### config.mk
export PLATFORM = sky130hd
export DESIGN_NAME = popcount_tree_pipe
export DESIGN_NICKNAME = d
export VERILOG_FILES = /design/src/rtl/popcount_tree_pipe.sv
export SDC_FILE = /design/constraint.sdc
export NUM_CORES = 1
export LEC_CHECK = 0
export ABC_CLOCK_PERIOD_IN_PS = 7990
export CORE_MARGIN = 8
export CORE_UTILIZATION = 49
export DETAILED_ROUTE_END_ITERATION = 12
export HOLD_SLACK_MARGIN = 0.15
export PLACE_DENSITY = 0.78
export SYNTH_ARGS = -nofsm -noshare
export SYNTH_HDL_FRONTEND = slang
export SYNTH_SLANG_ARGS = --single-unit
### constraint.sdc
create_clock -name clk -period 7.99 [get_ports clk]
set_input_delay 1.598 -clock clk [delete_from_list [all_inputs] [get_ports clk]]
set_output_delay 1.598 -clock clk [all_outputs]
set_load 0.01 [all_outputs]
### src/rtl/popcount_tree_pipe.sv
// Pipelined population-count tree with valid/ready flow control.
// Each level k adds adjacent fields of level k-1 into fields one bit wider.
// Level 0 is the (optionally inverted) input word. Level L holds the final count.
// Every level stalls independently, so an empty level keeps filling even while
// the levels after it are stalled.
module popcount_tree_pipe #(
    parameter int WIDTH = 32,
    parameter int TAG_W = 4
) (
    input  logic                        clk,
    input  logic                        reset,
    input  logic                        in_valid,
    output logic                        in_ready,
    input  logic [WIDTH-1:0]            in_data,
    input  logic                        in_mode,
    input  logic [TAG_W-1:0]            in_tag,
    output logic                        out_valid,
    input  logic                        out_ready,
    output logic [$clog2(WIDTH):0]      out_count,
    output logic [TAG_W-1:0]            out_tag,
    output logic                        out_all,
    output logic                        out_none
);
    localparam int L  = $clog2(WIDTH);
    localparam int CW = L + 1;

    // Bit offset of level k inside the flattened level bus.
    // Level j holds (WIDTH >> j) fields, each j+1 bits wide.
    function automatic int lvl_off(input int k);
        int off;
        off = 0;
        for (int j = 0; j < k; j++) off += (WIDTH >> j) * (j + 1);
        return off;
    endfunction

    localparam int            TOT     = lvl_off(L + 1);
    localparam int            OUT_OFF = lvl_off(L);
    localparam logic [CW-1:0] FULL    = CW'(WIDTH);

    // All levels side by side: level 0 is combinational, levels 1..L are flops.
    logic [TOT-1:0]   lvl;
    logic [L:1]       v_q, v_d, v_prev, adv;
    logic [TAG_W-1:0] tag_q   [1:L];
    logic [TAG_W-1:0] tag_d   [1:L];
    logic [TAG_W-1:0] tag_src [0:L-1];

    assign lvl[0 +: WIDTH] = in_mode ? ~in_data : in_data;
    assign v_prev          = {v_q[L-1:1], in_valid};

    // A level can advance when it is empty, or when the level after it advances.
    always_comb begin
        adv    = '0;
        adv[L] = !v_q[L] || out_ready;
        for (int k = L - 1; k >= 1; k--) adv[k] = !v_q[k] || adv[k+1];
    end

    // Next valid and tag for each level: take from upstream on advance, else hold.
    always_comb begin
        tag_src[0] = in_tag;
        for (int k = 1; k < L; k++) tag_src[k] = tag_q[k];
        v_d = v_q;
        for (int k = 1; k <= L; k++) begin
            tag_d[k] = tag_q[k];
            if (adv[k]) begin
                v_d[k]   = v_prev[k];
                tag_d[k] = tag_src[k-1];
            end
        end
    end

    // Valid and tag registers for all levels.
    always_ff @(posedge clk or posedge reset) begin
        if (reset) begin
            v_q <= '0;
            for (int k = 1; k <= L; k++) tag_q[k] <= '0;
        end else begin
            v_q <= v_d;
            for (int k = 1; k <= L; k++) tag_q[k] <= tag_d[k];
        end
    end

    for (genvar k = 1; k <= L; k++) begin : g_lvl
        localparam int NF = WIDTH >> k;
        localparam int FW = k + 1;
        localparam int PO = lvl_off(k - 1);
        localparam int CO = lvl_off(k);

        logic [NF*FW-1:0] data_d, data_q;

        // Pairwise zero-extended sums of the previous level, loaded on advance.
        always_comb begin
            data_d = data_q;
            if (adv[k]) begin
                for (int i = 0; i < NF; i++) begin
                    data_d[i*FW +: FW] = {1'b0, lvl[PO + (2*i)*k +: k]}
                                       + {1'b0, lvl[PO + (2*i+1)*k +: k]};
                end
            end
        end

        // Level data register.
        always_ff @(posedge clk or posedge reset) begin
            if (reset) data_q <= '0;
            else       data_q <= data_d;
        end

        assign lvl[CO +: NF*FW] = data_q;
    end

    assign in_ready  = adv[1];
    assign out_valid = v_q[L];
    assign out_count = lvl[OUT_OFF +: CW];
    assign out_tag   = tag_q[L];
    assign out_all   = (out_count == FULL);
    assign out_none  = (out_count == '0);

endmodule
==> results.json, run 1 <==
{
  "worstMarginPinSlew_ns": 1.05,
  "setup.worst_path.class": "in2out",
  "n_antenna_cell": 0,
  "synth_area_leader_cell": "dfrtp_1",
  "nets": 653,
  "crit_buf_inv": 2,
  "fin_area_um2": 7050,
  "dr.pass1.iters": 4,
  "clock_path_buffers": 2,
  "cts-hold-fix-buffers": 0,
  "hp-class": "reg2reg",
  "crit_required_ns": 6.39,
  "critPathLaunchType": "input pin",
  "maxSlewViolCount": 0,
  "min_period_ns": 6.03,
  "core_um2": 11800,
  "layout-drive-gt1-share": 0.161,
  "io-pin-count": 55,
  "avgSynthCellArea_um2": 11.7,
  "yosysTopAreaCellShare": 0.485,
  "yosysWarnings": 0,
  "rows": 40,
  "rsz0062_at_grt": "no",
  "io_buffers": 54,
  "cp_top_family": "simple AND/OR/NAND/NOR gates",
  "cts_max_level": 4,
  "powerDensity_nw_per_um2": 357,
  "post_drt_wl_per_cell_um": 14.1,
  "synthesis.nets": 604,
  "die_w_um": 125,
  "place_area_um2": 6420,
  "status": "complete, no violations",
  "grt_max_degree": 65,
  "grt_pass1_wl_mm": 17.9,
  "maxSlewHeadroom": 0.300,
  "power.leakage_nw": 3.43,
  "dpl.hpwl_mm": 7.06,
  "die_y_um": 125,
  "multi_input_area_um2": 2760,
  "post-place-cells": 676,
  "grt_pass1_vias": 3774,
  "viasPerCell": 4.94,
  "path_clk_slew_ns": 0.05,
  "cts_made_buffers": 17,
  "syn-cell-area_um2": 5840,
  "max_freq_mhz": 166,
  "combPwrFrac": 0.327,
  "clk_root_buffer_cell": "clkbuf_16",
  "path_cells": "clkdlybuf4s50_1, nand4b_4, nor2_4, nand2_2, clkdlybuf4s50_1",
  "ff_latch_area_um2": 2830,
  "clkLatencyLatePin_ns": 0.41,
  "switching_share": 0.304,
  "synthCells": 499,
  "drt_iter0_markers": 145,
  "ys_seq_area_frac": 0.485,
  "crit_path_end_kind": "output port",
  "clockPowerShare": 0.315,
  "cts_resized": 0,
  "crit_top_cell": "clkdlybuf4s50_1",
  "syn2layout_area_growth_pct": 20.9,
  "drv_cap": 0,
  "layoutNonFillerInstCount": 707,
  "fill_cells": 937,
  "initial_core_util": 0.494,
  "wl_mm": 9.98,
  "ant_nets": 0,
  "postCtsSetupBuffers": 0,
  "seq_power_share": 0.357,
  "cp_max_fo": 38,
  "layout_common_cells": "dfrtp_1, nand2_1, clkdlybuf4s50_1",
  "yosysUniqueCellTypes": 33,
  "grt_usage": 0.140,
  "place.gp.congestion": 0.765,
  "switchingPower_mw": 0.767,
  "crit_path_max_incr_delay_ns": 0.70,
  "final-hold-violation-count": 0,
  "crit_arrival_ns": 4.43,
  "fp.dieArea_um2": 15700,
  "vias": 3491,
  "drc_errors": 0,
  "final_common_cell": "dfrtp_1",
  "ir_drop_mv": 0.168,
  "ys_ff_latch": 113,
  "crit_slowest_cell": "clkdlybuf4s50_1",
  "clock_skew_ns": 0.00901,
  "synth_top_cells_by_area": "dfrtp_1, ha_1, mux2_2",
  "antenna_found_initial": 0,
  "period_share": 0.755,
  "grt-ovfl-total": 0,
  "internal_power_mw": 1.75,
  "cts_tree": "yes",
  "setup_tns_ns": 0,
  "clock_sinks": 113,
  "setup_viol_count_final": 0
}
[state kept, by name, indices dropped and copies added (netlist names)]
name,cells
tag_q,16
g_lvl.data_q,82
v_q,5
out_tag,4
out_count,6
[cells in the mapped netlist (all sizes together)]
master  instances
nor2b           2
xor2           36
a22o            1
dfrtp         113
nand4b          1
nor3            1
o21ai           6
a211oi          1
clkbuf          9
and3            1
buf            16
a21o            9
or2             1
and2            2
fa             15
mux2           53
nor2           32
a31o            1
o31ai           1
a21oi          36
nand2b          5
or3             1
xnor2           5
ha             49
o21a            1
inv            29
nand2          72
[area by class of cell]
type / count / area share
Clock buffer: 22 / 0.0672
Timing Repair Buffer: 55 / 0.0770
Clock inverter: 9 / 0.0220
Inverter: 29 / 0.0158
Multi-Input combinational cell: 332 / 0.391
Sequential cell: 113 / 0.401
Tap cell: 147 / 0.0261
[stage by stage]
stage / util / hold WS (ns) / total power, mW / setup slack (ns)
6_report: 0.597 / 0.460 / 2.52 / 1.96
5_1_grt: 0.597 / 0.490 / 2.72 / 1.73
4_1_cts: 0.597 / 0.467 / 2.56 / 1.89
3_5_place_dp: 0.544 / 0.455 / 1.73 / 1.92
3_3_place_gp: 0.544 / 0.448 / 1.68 / 2.00
2_1_floorplan: - / 0.433 / 1.50 / 3.40
[worst paths after layout]
check	cells past startpoint	slack [ns]	to	startpoint
worst max-delay path	5	1.96	in_ready	out_ready
worst min-delay path	2	0.46	out_tag[3]	out_tag[3]
worst max register to register	4	5.29	g_lvl[1].data_q[13]	v_q[5]
worst min register to register	2	0.46	out_tag[3]	out_tag[3]
max in group asynchronous	3	5.15	g_lvl[2].data_q[19]	reset
min in group asynchronous	2	1.64	out_tag[2]	reset
[logic make-up (layout without fill, tap and decap cells)]
family	after synthesis	count (layout)	synth area share
flops	113	113	0.485
mux	53	53	0.114
compound gates	56	56	0.0545
fa+ha+maj	64	64	0.157
xor+xnor	41	41	0.0615
simple gates	118	118	0.0864
buf+inv	54	115	0.0427
[worst register-to-register path: cells and delay by family (launching register included)]
family / cells / cell delay, ns
and+or+nand+nor: 3 / 1.61
muxes: 1 / 0.55
DFF: 1 / 0.42
[power by group through the flow]
stage	sequential, mW	clock [mW]	combinational (mW)
after global placement	0.899	0	0.781
final	0.901	0.795	0.824
after floorplan	0.881	0	0.618
after CTS	0.904	0.812	0.840
after detailed placement	0.909	0	0.825
after global routing	0.931	0.843	0.951
[per-layer routing]
| layer | GRT usage | vias to the layer above | wire [um] |
|---|---|---|---|
| met4 | 0.0602 | 0 | 154 |
| met2 | 0.219 | 64 | 4750 |
| met1 | 0.173 | 1683 | 4640 |
| li1 | - | 1735 | - |
| met5 | 0 | - | 0 |
| met3 | 0.0480 | 9 | 437 |
Power figures use the tool's default switching activity.
==> run 2: changes to the inputs <==
--- a/config.mk
+++ b/config.mk
@@ -5,7 +5,7 @@
 export SDC_FILE = /design/constraint.sdc
 export NUM_CORES = 1
 export LEC_CHECK = 0
-export ABC_CLOCK_PERIOD_IN_PS = 7990
+export ABC_CLOCK_PERIOD_IN_PS = 6100
 export CORE_MARGIN = 8
 export CORE_UTILIZATION = 49
 export DETAILED_ROUTE_END_ITERATION = 12
==> constraint.sdc (replaced) <==
create_clock -name clk -period 6.1 [get_ports clk]
set_input_delay 1.22 -clock clk [delete_from_list [all_inputs] [get_ports clk]]
set_output_delay 1.22 -clock clk [all_outputs]
set_load 0.01 [all_outputs]
==> results.json, run 2 (synthesis results as in run 1) <==
{
  "switching_share": 0.312,
  "crit_path_max_incr_delay_ns": 0.56,
  "hold_ws_ns": 0.460,
  "clock_skew_ns": 0.00836,
  "grt_usage": 0.136,
  "drt_iter0_markers": 147,
  "crit_top_cell": "clkdlybuf4s50_1",
  "drv_cap": 0,
  "seq_power_share": 0.361,
  "setup_viol_count_final": 0,
  "place_area_um2": 6430,
  "cts_max_level": 4,
  "ir_drop_mv": 0.190,
  "place.gp.congestion": 0.756,
  "cts_tree": "yes",
  "viasPerCell": 4.93,
  "wl_mm": 9.91,
  "layoutNonFillerInstCount": 709,
  "maxSlewViolCount": 0,
  "antenna_found_initial": 0,
  "crit_arrival_ns": 3.66,
  "core_um2": 11800,
  "power.leakage_nw": 3.42,
  "grt-ovfl-total": 0,
  "maxSlewHeadroom": 0.422,
  "grt_pass1_vias": 3825,
  "die_y_um": 125,
  "total_power_mw": 3.28,
  "switchingPower_mw": 1.02,
  "post_drt_wl_per_cell_um": 14.0,
  "status": "complete, no violations",
  "internal_power_mw": 2.26,
  "die_w_um": 125,
  "final-hold-violation-count": 0,
  "setup_tns_ns": 0,
  "hp-class": "reg2reg",
  "ant_nets": 0,
  "dpl.hpwl_mm": 6.98,
  "cts-hold-fix-buffers": 0,
  "rows": 40,
  "post-place-cells": 677,
  "vias": 3495,
  "layout-drive-gt1-share": 0.164,
  "fp.dieArea_um2": 15700,
  "layout_common_cells": "dfrtp_1, nand2_1, clkdlybuf4s50_1",
  "powerDensity_nw_per_um2": 466,
  "crit_path_end_kind": "output port",
  "cp_top_family": "buffers and inverters",
  "top_register": "g_lvl.data_q",
  "cp_max_fo": 38,
  "place_ws_ns": 1.22,
  "nets": 654,
  "period_share": 0.800,
  "grt_max_degree": 75,
  "clock_sinks": 113,
  "cts_made_buffers": 17,
  "clock_path_buffers": 2,
  "clkLatencyLatePin_ns": 0.40,
  "dr.pass1.iters": 4,
  "max_freq_mhz": 205,
  "fin_area_um2": 7040,
  "min_period_ns": 4.88,
  "postCtsSetupBuffers": 0,
  "drc_errors": 0,
  "final_util": 0.596,
  "fin_ws_ns": 1.22,
  "io-pin-count": 55,
  "combPwrFrac": 0.334,
  "grt_pass1_wl_mm": 17.4,
  "path_cells": "clkdlybuf4s50_1, nand4b_4, nor2_4, nand2_2, buf_4, clkdlybuf4s50_1",
  "path_clk_slew_ns": 0.05,
  "setup.worst_path.class": "in2out",
  "initial_core_util": 0.494,
  "crit_required_ns": 4.88,
  "n_antenna_cell": 0,
  "rsz0062_at_grt": "no",
  "crit_buf_inv": 3,
  "syn2layout_area_growth_pct": 20.6,
  "crit_slowest_cell": "clkdlybuf4s50_1",
  "critPathLaunchType": "input pin",
  "cts_resized": 0,
  "clockPowerShare": 0.305,
  "clk_root_buffer_cell": "clkbuf_16",
  "largest_reg_flops": 82,
  "io_buffers": 54,
  "final_common_cell": "dfrtp_1",
  "worstMarginPinSlew_ns": 0.867
}
==> run 2: cell count changes in the layout (fill, tap and decap cells not counted) <==
cell / change
buf_4: +1
bufinv_16: -1
clkinvlp_4: +2
clkinv_4: -2
clkinv_2: +2
==> run 2: area by class of cell <==
| class | instances | area (um^2) |
|---|---|---|
| Fill cell | 963 | 4770 |
| Timing Repair Buffer | 56 | 551 |
| Multi-Input combinational cell | 332 | 2760 |
| Clock inverter | 10 | 133 |
| Inverter | 29 | 111 |
| Clock buffer | 22 | 474 |
| Tap cell | 147 | 184 |
| Sequential cell | 113 | 2830 |
==> run 2: worst paths after layout <==
kind	start	endpoint	slack (ns)	cells after the start
setup / recovery	out_ready	in_ready	1.22	6
hold / removal	out_tag[3]	out_tag[3]	0.46	2
setup reg to reg	v_q[5]	g_lvl[1].data_q[0]	3.83	5
hold reg to reg	out_tag[3]	out_tag[3]	0.46	2
max in group asynchronous	reset	g_lvl[3].data_q[7]	3.69	3
min in group asynchronous	reset	tag_q[4]	1.35	2
==> run 2: routing by layer <==
| metal | track usage | up-vias | share of wire |
|---|---|---|---|
| met5 | 0 | - | 0 |
| met4 | 0.0516 | 0 | 0.016 |
| met3 | 0.0472 | 14 | 0.042 |
| met2 | 0.221 | 74 | 0.46 |
| met1 | 0.163 | 1672 | 0.48 |
| li1 | - | 1735 | - |
==> run 2: power by group through the flow <==
stage,Combinational [mW],Clock (mW),Sequential (mW)
5_1_grt,1.25,1.05,1.22
2_1_floorplan,0.810,0,1.15
3_5_place_dp,1.08,0,1.19
4_1_cts,1.11,1.01,1.19
3_3_place_gp,1.02,0,1.18
6_report,1.09,1.00,1.18
==> run 2: tightest hold or removal path: stages (launching register included) <==
cell	delay, ns
dfrtp_1	0.33
nand2_1	0.05
nand2_1	0.05
